<file path="src/rtl/modinv_arbiter.sv">
// Round-robin arbiter sharing one modular inverter among NREQ requesters; zero operands are rejected locally.
// Ports: req/operand in, grant/done/result/err out; inv_a/inv_start out, inv_b/inv_busy in (inverter side).
// Optional MODINV_ARB_TIMEOUT_EN: abort with err after TIMEOUT_CYCLES cycles in LAUNCH/RUN.
module modinv_arbiter #(
  parameter int NREQ           = 4,
  parameter int WIDTH          = 256,
  parameter int TIMEOUT_CYCLES = 1024
) (
  input  logic                  clk,
  input  logic                  rst_n,
  input  logic [NREQ-1:0]       req,
  input  logic [NREQ*WIDTH-1:0] operand,
  output logic [NREQ-1:0]       grant,
  output logic [NREQ-1:0]       done,
  output logic [WIDTH-1:0]      result,
  output logic                  err,
  output logic [WIDTH-1:0]      inv_a,
  output logic                  inv_start,
  input  logic [WIDTH-1:0]      inv_b,
  input  logic                  inv_busy
);

  localparam int PTR_W = (NREQ > 2) ? $clog2(NREQ) : 1;

  if (NREQ < 2 || NREQ > 8 || TIMEOUT_CYCLES < 1) begin : g_bad_cfg
    $error("modinv_arbiter: unsupported parameter set");
  end

  typedef enum logic [1:0] {
    ST_IDLE,
    ST_LAUNCH,
    ST_RUN
  } state_t;

  state_t               state_q, state_d;
  logic [PTR_W-1:0]     rr_ptr_q, rr_ptr_d;
  logic [NREQ-1:0]      grant_q, grant_d;
  logic [NREQ-1:0]      done_q, done_d;
  logic                 err_q, err_d;
  logic [WIDTH-1:0]     result_q, result_d;
  logic [WIDTH-1:0]     inv_a_q, inv_a_d;
  logic                 inv_start_q, inv_start_d;

`ifdef MODINV_ARB_TIMEOUT_EN
  localparam int CNT_W = $clog2(TIMEOUT_CYCLES + 1);
  localparam logic [CNT_W-1:0] CNT_LAST = CNT_W'(TIMEOUT_CYCLES - 1);
  logic [CNT_W-1:0]     cnt_q, cnt_d;
`endif

  // (base + k) mod NREQ, with base < NREQ and k < NREQ.
  function automatic logic [PTR_W-1:0] rr_add(input logic [PTR_W-1:0] base, input int k);
    int s;
    s = int'(base) + k;
    if (s >= NREQ) s = s - NREQ;
    return PTR_W'(s);
  endfunction

  // Winner search: scan offsets from high to low so the smallest offset from rr_ptr wins.
  logic                 win_found;
  logic [PTR_W-1:0]     win_idx;
  logic [NREQ-1:0]      win_oh;
  logic [WIDTH-1:0]     win_op;

  always_comb begin
    win_found = 1'b0;
    win_idx   = '0;
    for (int k = NREQ - 1; k >= 0; k--) begin
      if (req[rr_add(rr_ptr_q, k)]) begin
        win_found = 1'b1;
        win_idx   = rr_add(rr_ptr_q, k);
      end
    end
  end

  assign win_oh = NREQ'(1) << win_idx;
  assign win_op = operand[win_idx*WIDTH +: WIDTH];

  always_comb begin
    state_d     = state_q;
    rr_ptr_d    = rr_ptr_q;
    grant_d     = grant_q;
    done_d      = '0;
    err_d       = 1'b0;
    result_d    = result_q;
    inv_a_d     = inv_a_q;
    inv_start_d = inv_start_q;
`ifdef MODINV_ARB_TIMEOUT_EN
    cnt_d       = cnt_q;
`endif

    case (state_q)
      ST_IDLE: begin
        grant_d = '0;
        if (win_found) begin
          grant_d  = win_oh;
          rr_ptr_d = rr_add(win_idx, 1);
          inv_a_d  = win_op;
          if (win_op == '0) begin
            // The inverter would never terminate on zero: answer immediately with err.
            done_d   = win_oh;
            err_d    = 1'b1;
            result_d = '0;
          end else begin
            inv_start_d = 1'b1;
            state_d     = ST_LAUNCH;
`ifdef MODINV_ARB_TIMEOUT_EN
            cnt_d       = '0;
`endif
          end
        end
      end

      ST_LAUNCH, ST_RUN: begin
        if (state_q == ST_RUN && !inv_busy) begin
          // Dropping inv_start here guarantees at least one low cycle before the next launch.
          result_d    = inv_b;
          done_d      = grant_q;
          inv_start_d = 1'b0;
          state_d     = ST_IDLE;
        end else begin
          if (state_q == ST_LAUNCH && inv_busy) state_d = ST_RUN;
`ifdef MODINV_ARB_TIMEOUT_EN
          if (cnt_q == CNT_LAST) begin
            result_d    = '0;
            done_d      = grant_q;
            err_d       = 1'b1;
            inv_start_d = 1'b0;
            state_d     = ST_IDLE;
          end else begin
            cnt_d = cnt_q + CNT_W'(1);
          end
`endif
        end
      end

      default: begin
        state_d     = ST_IDLE;
        grant_d     = '0;
        inv_start_d = 1'b0;
      end
    endcase
  end

  always_ff @(posedge clk or negedge rst_n) begin
    if (!rst_n) begin
      state_q     <= ST_IDLE;
      rr_ptr_q    <= '0;
      grant_q     <= '0;
      done_q      <= '0;
      err_q       <= 1'b0;
      result_q    <= '0;
      inv_a_q     <= '0;
      inv_start_q <= 1'b0;
`ifdef MODINV_ARB_TIMEOUT_EN
      cnt_q       <= '0;
`endif
    end else begin
      state_q     <= state_d;
      rr_ptr_q    <= rr_ptr_d;
      grant_q     <= grant_d;
      done_q      <= done_d;
      err_q       <= err_d;
      result_q    <= result_d;
      inv_a_q     <= inv_a_d;
      inv_start_q <= inv_start_d;
`ifdef MODINV_ARB_TIMEOUT_EN
      cnt_q       <= cnt_d;
`endif
    end
  end

  assign grant     = grant_q;
  assign done      = done_q;
  assign err       = err_q;
  assign result    = result_q;
  assign inv_a     = inv_a_q;
  assign inv_start = inv_start_q;

endmodule

</file>
<file path="config.mk">
export PLATFORM = sky130hd
export DESIGN_NAME = modinv_arbiter
export DESIGN_NICKNAME = d
export VERILOG_FILES = /design/src/rtl/modinv_arbiter.sv
export SDC_FILE = /design/constraint.sdc
export NUM_CORES = 2
export LEC_CHECK = 0
export ABC_AREA = 0
export BUFFER_PORTS_ARGS = -buffer_cell sky130_fd_sc_hd__buf_2
export CORE_AREA = 10 10 697 699
export DETAILED_ROUTE_END_ITERATION = 12
export DIE_AREA = 0 0 707 709
export GPL_TIMING_DRIVEN = 0
export PLACE_DENSITY = 0.3
export SLEW_MARGIN = 20
export SYNTH_ARGS = -nofsm -noshare
export SYNTH_HDL_FRONTEND = slang
export SYNTH_SLANG_ARGS = --single-unit
</file>
<file path="constraint.sdc">
create_clock -name clk -period 5.6 [get_ports clk]
set_input_delay 1.12 -clock clk [delete_from_list [all_inputs] [get_ports clk]]
set_output_delay 1.12 -clock clk [all_outputs]
set_load 0.01 [all_outputs]
</file>
# After elaboration in Yosys (flattened, before gate mapping)
# Cells that the tools add are included.
[op_classes] reduce_logical=11 muxes=43 n_lt_le_gt_ge=9 shifts=2 eq_ne=7 n_addsub=9
[op_table] op="1024-bit by 11-bit variable part select with 256-bit output" n=1
[op_table] op="256-bit two-way mux" n=3
[op_table] op="256-bit case mux with 2 select lines" n=1
[op_table] op="256-bit zero test" n=1
[op_table] op="2-bit two-way mux" n=13
[op_table] op="4-bit two-way mux" n=4
[op_table] op="4-bit case mux with 2 select lines" n=2
[op_table] op="1-bit two-way mux" n=14
[op_table] op="3-bit greater-or-equal comparator, second input constant" n=4
[op_table] op="2-bit by 3-bit < comparator with 1-bit output, second input constant" n=4
[op_table] op="2-bit by 1-bit subtractor with 2-bit output, second input constant" n=5
[op_table] op="1-bit binary-select mux with 2-bit select" n=4
[op_table] op="2-bit inequality test, second input constant" n=4
[op_table] op="2-bit by 1-bit adder with 3-bit output, second input constant" n=2
[op_table] op="2-bit by 2-bit adder with 3-bit output, second input constant" n=2
[op_table] op="3-bit AND reduction" n=2
[op_table] op="2-bit case mux with 2 select lines" n=1
[op_table] op="4-bit AND reduction" n=1
[op_table] op="1-bit by 2-bit << shifter with 4-bit output, first input constant" n=1
[op_table] op="2-bit by 3-bit greater-or-equal comparator with 1-bit output, second input constant" n=1
[op_table] op="3-bit inequality test, second input constant" n=1
[op_table] op="2-bit by 1-bit equality test with 1-bit output, second input constant" n=1
[op_table] op="2-bit equality test, second input constant" n=1
[op_table] op="1-bit logical AND" n=2
[op_table] op="other kinds (6)" n=6
[word_totals] elab_cells=89 output_inout_bits=522 reg_bits=526 in_bits=1287

# Logic depth before layout (Yosys ltp)
[depth] word_depth=14 mapped_depth=15 depth_no_buf=11

# Least setup slack after synthesis
# No wires, ideal clock.
[synth_path] path_type="input port to flip-flop" start="in req[0]" end="reg result_q[0] (netlist: result[0])" arrival_ps=4246 path_stages=14 n_path_buf=4 setup_ps=126 setup_slack_ps=1228 cell_sequence="or3b_2 > o221a_2 > inv_2 > clkbuf_1 > buf_2 > mux2i_1 > mux2i_1 > nor4_1 > nand4_1 > nor4_1 > nand4_1 > clkbuf_1 > clkbuf_1 > a311o_1"
[synth_between] elab_chain_len=10
[synth_lines] element="start, declared" line="11" rtl="input logic [NREQ-1:0] req,"
[synth_lines] element="1-bit binary-select mux with 2-bit select" line="68" rtl="if (req[rr_add(rr_ptr_q, k)]) begin"
[synth_lines] element="1-bit two-way mux (implied by the code)" line="68"
[synth_lines] element="2-bit two-way mux (4 in a row)" line="68"
[synth_lines] element="1024-bit by 11-bit variable part select with 256-bit output" line="76" rtl="assign win_op = operand[win_idx*WIDTH +: WIDTH];"
[synth_lines] element="256-bit zero test" line="98" rtl="if (win_op == '0) begin"
[synth_lines] element="2-bit inequality test (no source line)"
[synth_lines] element="4-bit AND reduction (no source line) *"
[synth_lines] element="end signal, assigned" line="163" rtl="result_q <= result_d;"
[synth_lines] element="end, declared" line="40" rtl="logic [WIDTH-1:0] result_q, result_d;"
# Mark *: on every way between the ends. The rest lies on a longest branch, timed or not. The select of a mux whose other input is x is not followed.
# A chain may end at the register's enable or synchronous reset.

# Final worst setup path
[layout_path] start="in req[0]" end="reg result_q[95] (netlist: result[95])"
# Same word-level chain as after synthesis.

==> results.md <==
- Initial antenna violation count: 398
- Post-synth top area cell: dfrtp_1
- Post-synthesis sequential area ratio: 0.364
- Die width: 707 um
- Sequential fraction of design power: 0.176
- Top-count cell post-synth: nand2_1
- Crit path arrival time: approximately 6.3 ns
- Slew of the pin with the lowest slew margin: between 1 and 1.5 ns
- Area of the multi-input gates: 0.0231 mm^2
- Met2 usage: 0.355
- Main area contributors after synthesis: dfrtp_1 36%, mux2i_1 21%, nand2_1 13%
- WL final: 520 mm
- Initial Utilization: 0.0768
- Crit-path cells: buf_2, or3b_2, o221a_4, inv_16, clkbuf_16, buf_6, mux2i_1, mux2i_2, nor4_2, nand4_1, nor4_2, nand4_1, buf_8, clkbuf_8, buf_16, buf_4, nor4_2, a311o_1
- Hold_ws: 0.248 ns
- CP max FO: 10
- Setup violators final: 0
- Slew Viols, Final: 0
- Max Cap Viol: 0
- Gr ovfl total: 0
- Die Ht: about 700 um
- GR Layer Usage met3: 0.0620
- CTS tree: done
- Required time of the critical path: between 6 and 7 ns
- Final setup TNS: 0 ns
- Peak VDD IR: ~0.28 mV
- Fillcell total: around 54,000
- Post-synthesis instance total: between 4,000 and 5,000
- Busiest grt layer: met2
- Pre-CTS setup slack: -3.83 ns
- WP buf/inv: 8
- Largest net degree at the start of global routing: 80
- Crit path max-delay family: simple AND/OR/NAND/NOR gates
- Layout Skew: 0.0520 ns
- Levels on crit path: 18
- Antenna Violating Nets Remaining: 0
- Final core utilization: 0.129
- Yosys reg bits: 526
- H-Tree Depth: 3
- HP Class: primary input to async pin
- Total CTS buffers: between 90 and 100
- Gpl congestion: between 0.9 and 1
- Max frequency: 179 MHz
- I/O Pins: 1,809
- Int Pwr: roughly 17 mW
- Crit path capture type: flip-flop
- Commonest cells post-synth: 1,292 x nand2_1, 769 x mux2i_1, 526 x dfrtp_1
- CP max stage delay: 0.82 ns
- Post-route cell area: 0.0609 mm^2
- Startpoint types: primary input
- Starting DRT DRC Count: between 4,000 and 5,000
- Die area: roughly 0.5 mm^2
- Placed Instances: ~12,000
- Ys async rst share: 1.00
- Final worst setup slack: roughly 0.023 ns
- Vias: around 48,000
- Cell variety after synth: 30
- Final nets: around 7,500
- Final Power: ~41 mW
- Hpwl dp: ~460 mm
- I/O Buffers: approximately 1,800
- Synth Warn #: 0
- PwrDens: between 600 and 700 mW/mm^2
- Crit path top cell by count: nor4_2
- Clk pwr share: 0.151
- Layout cell share with drive strength beyond 1: 0.399
- Dpl cell area: about 0.055 mm^2
- Outcome: finished, final reports clean
- CTS root buf: clkbuf_16
- Vias in the first global route: around 47,000
- Via density: between 3 and 4
- Worst reg-to-reg path cell count: 17
- Yosys top cell area share: 0.364
- Final Hold Viols: 0
- Max-Slew Margin vs Limit: 0.0889
- Pre-antenna DRT Iters: 5
- Area Growth Syn to Fin: 68.6%
- Sw frac: 0.581
- Hold-fix buffers at CTS: 0
- Mapped Area: 0.0361 mm^2
- CTS max path bufs: 4
- P_sw: 23.7 mW
- Tmin final: 5.58 ns
- GR Layer Usage met1: 0.216
- Combinational share of power: 0.674
- Placeable Area: around 0.47 mm^2
- Wire length per cell: 40.9 um
- Critical-path top delay cell: nand4_1
- First-pass GRT wire length: approximately 630 mm
- Leakage: about 27 nW
- Ys flop type: dfrtp_1
- Critical path class: primary input to flip-flop
- Clk Latency, worst-skew pair: 0.81 ns
- # rows: about 250
- Period Utilization, post-route: 0.996
- # DRC: 0
- Post-synth net total: roughly 5,500
- RSZ-0062 raised after global routing: no
- EDFF count, synth: 0
- Reg clk slew, reported paths: around 0.06 ns
- Sequential Area: between 0.01 and 0.015 mm^2
- Syn_area_per_cell: ~8.6 um^2
- CTS sink cnt: ~530
- Non-filler instance count after layout: between 10,000 and 15,000
- GRT Util Overall: 0.197
[worst paths after layout]
| kind | start | to | slack [ns] |
|---|---|---|---|
| max | req[0] | result[95] | 0.02 |
| min | rst_n | result[199] | 0.25 |
| max reg2reg | rr_ptr_q[0] | result[95] | 0.03 |
| min in group clk | inv_a[79] | inv_a[79] | 0.47 |
| min reg2reg | inv_a[79] | inv_a[79] | 0.47 |
| max in group asynchronous | rst_n | inv_a[70] | 3.45 |
[power by group through the flow]
stage          combinational (mW)  clock [mW]  sequential, mW
5_1_grt                      28.9        6.46            7.41
3_3_place_gp                 26.0           0            7.17
4_1_cts                      28.1        6.38            7.14
6_report                     27.4        6.13            7.16
3_5_place_dp                 27.1           0            7.17
2_1_floorplan                9.87           0            7.70
[cell type report]
cell class | count | share of cell area
timing repair buffer | 1886 | 0.173
tap | 6223 | 0.128
antenna | 244 | 0.0100
inverter | 7 | 0.000739
clock buffer | 132 | 0.0436
multi-input combinational | 3215 | 0.379
buffer | 456 | 0.0434
sequential | 526 | 0.216
timing repair inverter | 1 | 0.000144
clock inverter | 34 | 0.00653
[cells in the final DEF (no fill, tap or decap), types with 235 or more instances in the layout]
| cell | count |
|---|---|
| o311ai_0 | 256 |
| dfrtp_1 | 525 |
| buf_2 | 1824 |
| a311o_1 | 256 |
| mux2i_1 | 587 |
| diode_2 | 244 |
| nor4_1 | 235 |
| nand3_1 | 256 |
| clkbuf_1 | 287 |
| nand2_1 | 1292 |
[routing by layer]
metal / share of wire / vias to the layer above
met5: 0.0016 / -
met4: 0.052 / 130
met3: 0.084 / 903
met2: 0.50 / 2925
met1: 0.37 / 23900
li1: - / 20000
[flip-flops by register name, summed over array words and instances (netlist names)]
| register | cells |
|---|---|
| inv_start | 1 |
| inv_a | 256 |
| state_q | 2 |
| err | 1 |
| grant | 4 |
| rr_ptr_q | 2 |
| done | 4 |
| result | 256 |
[kinds of logic (layout without fill, tap and decap cells)]
kind of cell | after synthesis | count (layout) | synth area share
DFF | 526 | 526 | 0.364
buffers and inverters | 463 | 2516 | 0.0517
muxes | 772 | 772 | 0.214
AOI/OAI and AO/OA | 532 | 532 | 0.137
adders and majority gates | 8 | 8 | 0.00277
other | 0 | 244 | 0
and+or+nand+nor | 1903 | 1903 | 0.231
[what timing repair did]
item | in CTS | in global routing
setup buffers | 5 | 0
setup endpoints to repair | 264 | 262
pin swaps | 23 | 16
cloned | 1 | 0
resized for setup | 426 | 54
Power figures use the tool's default switching activity.
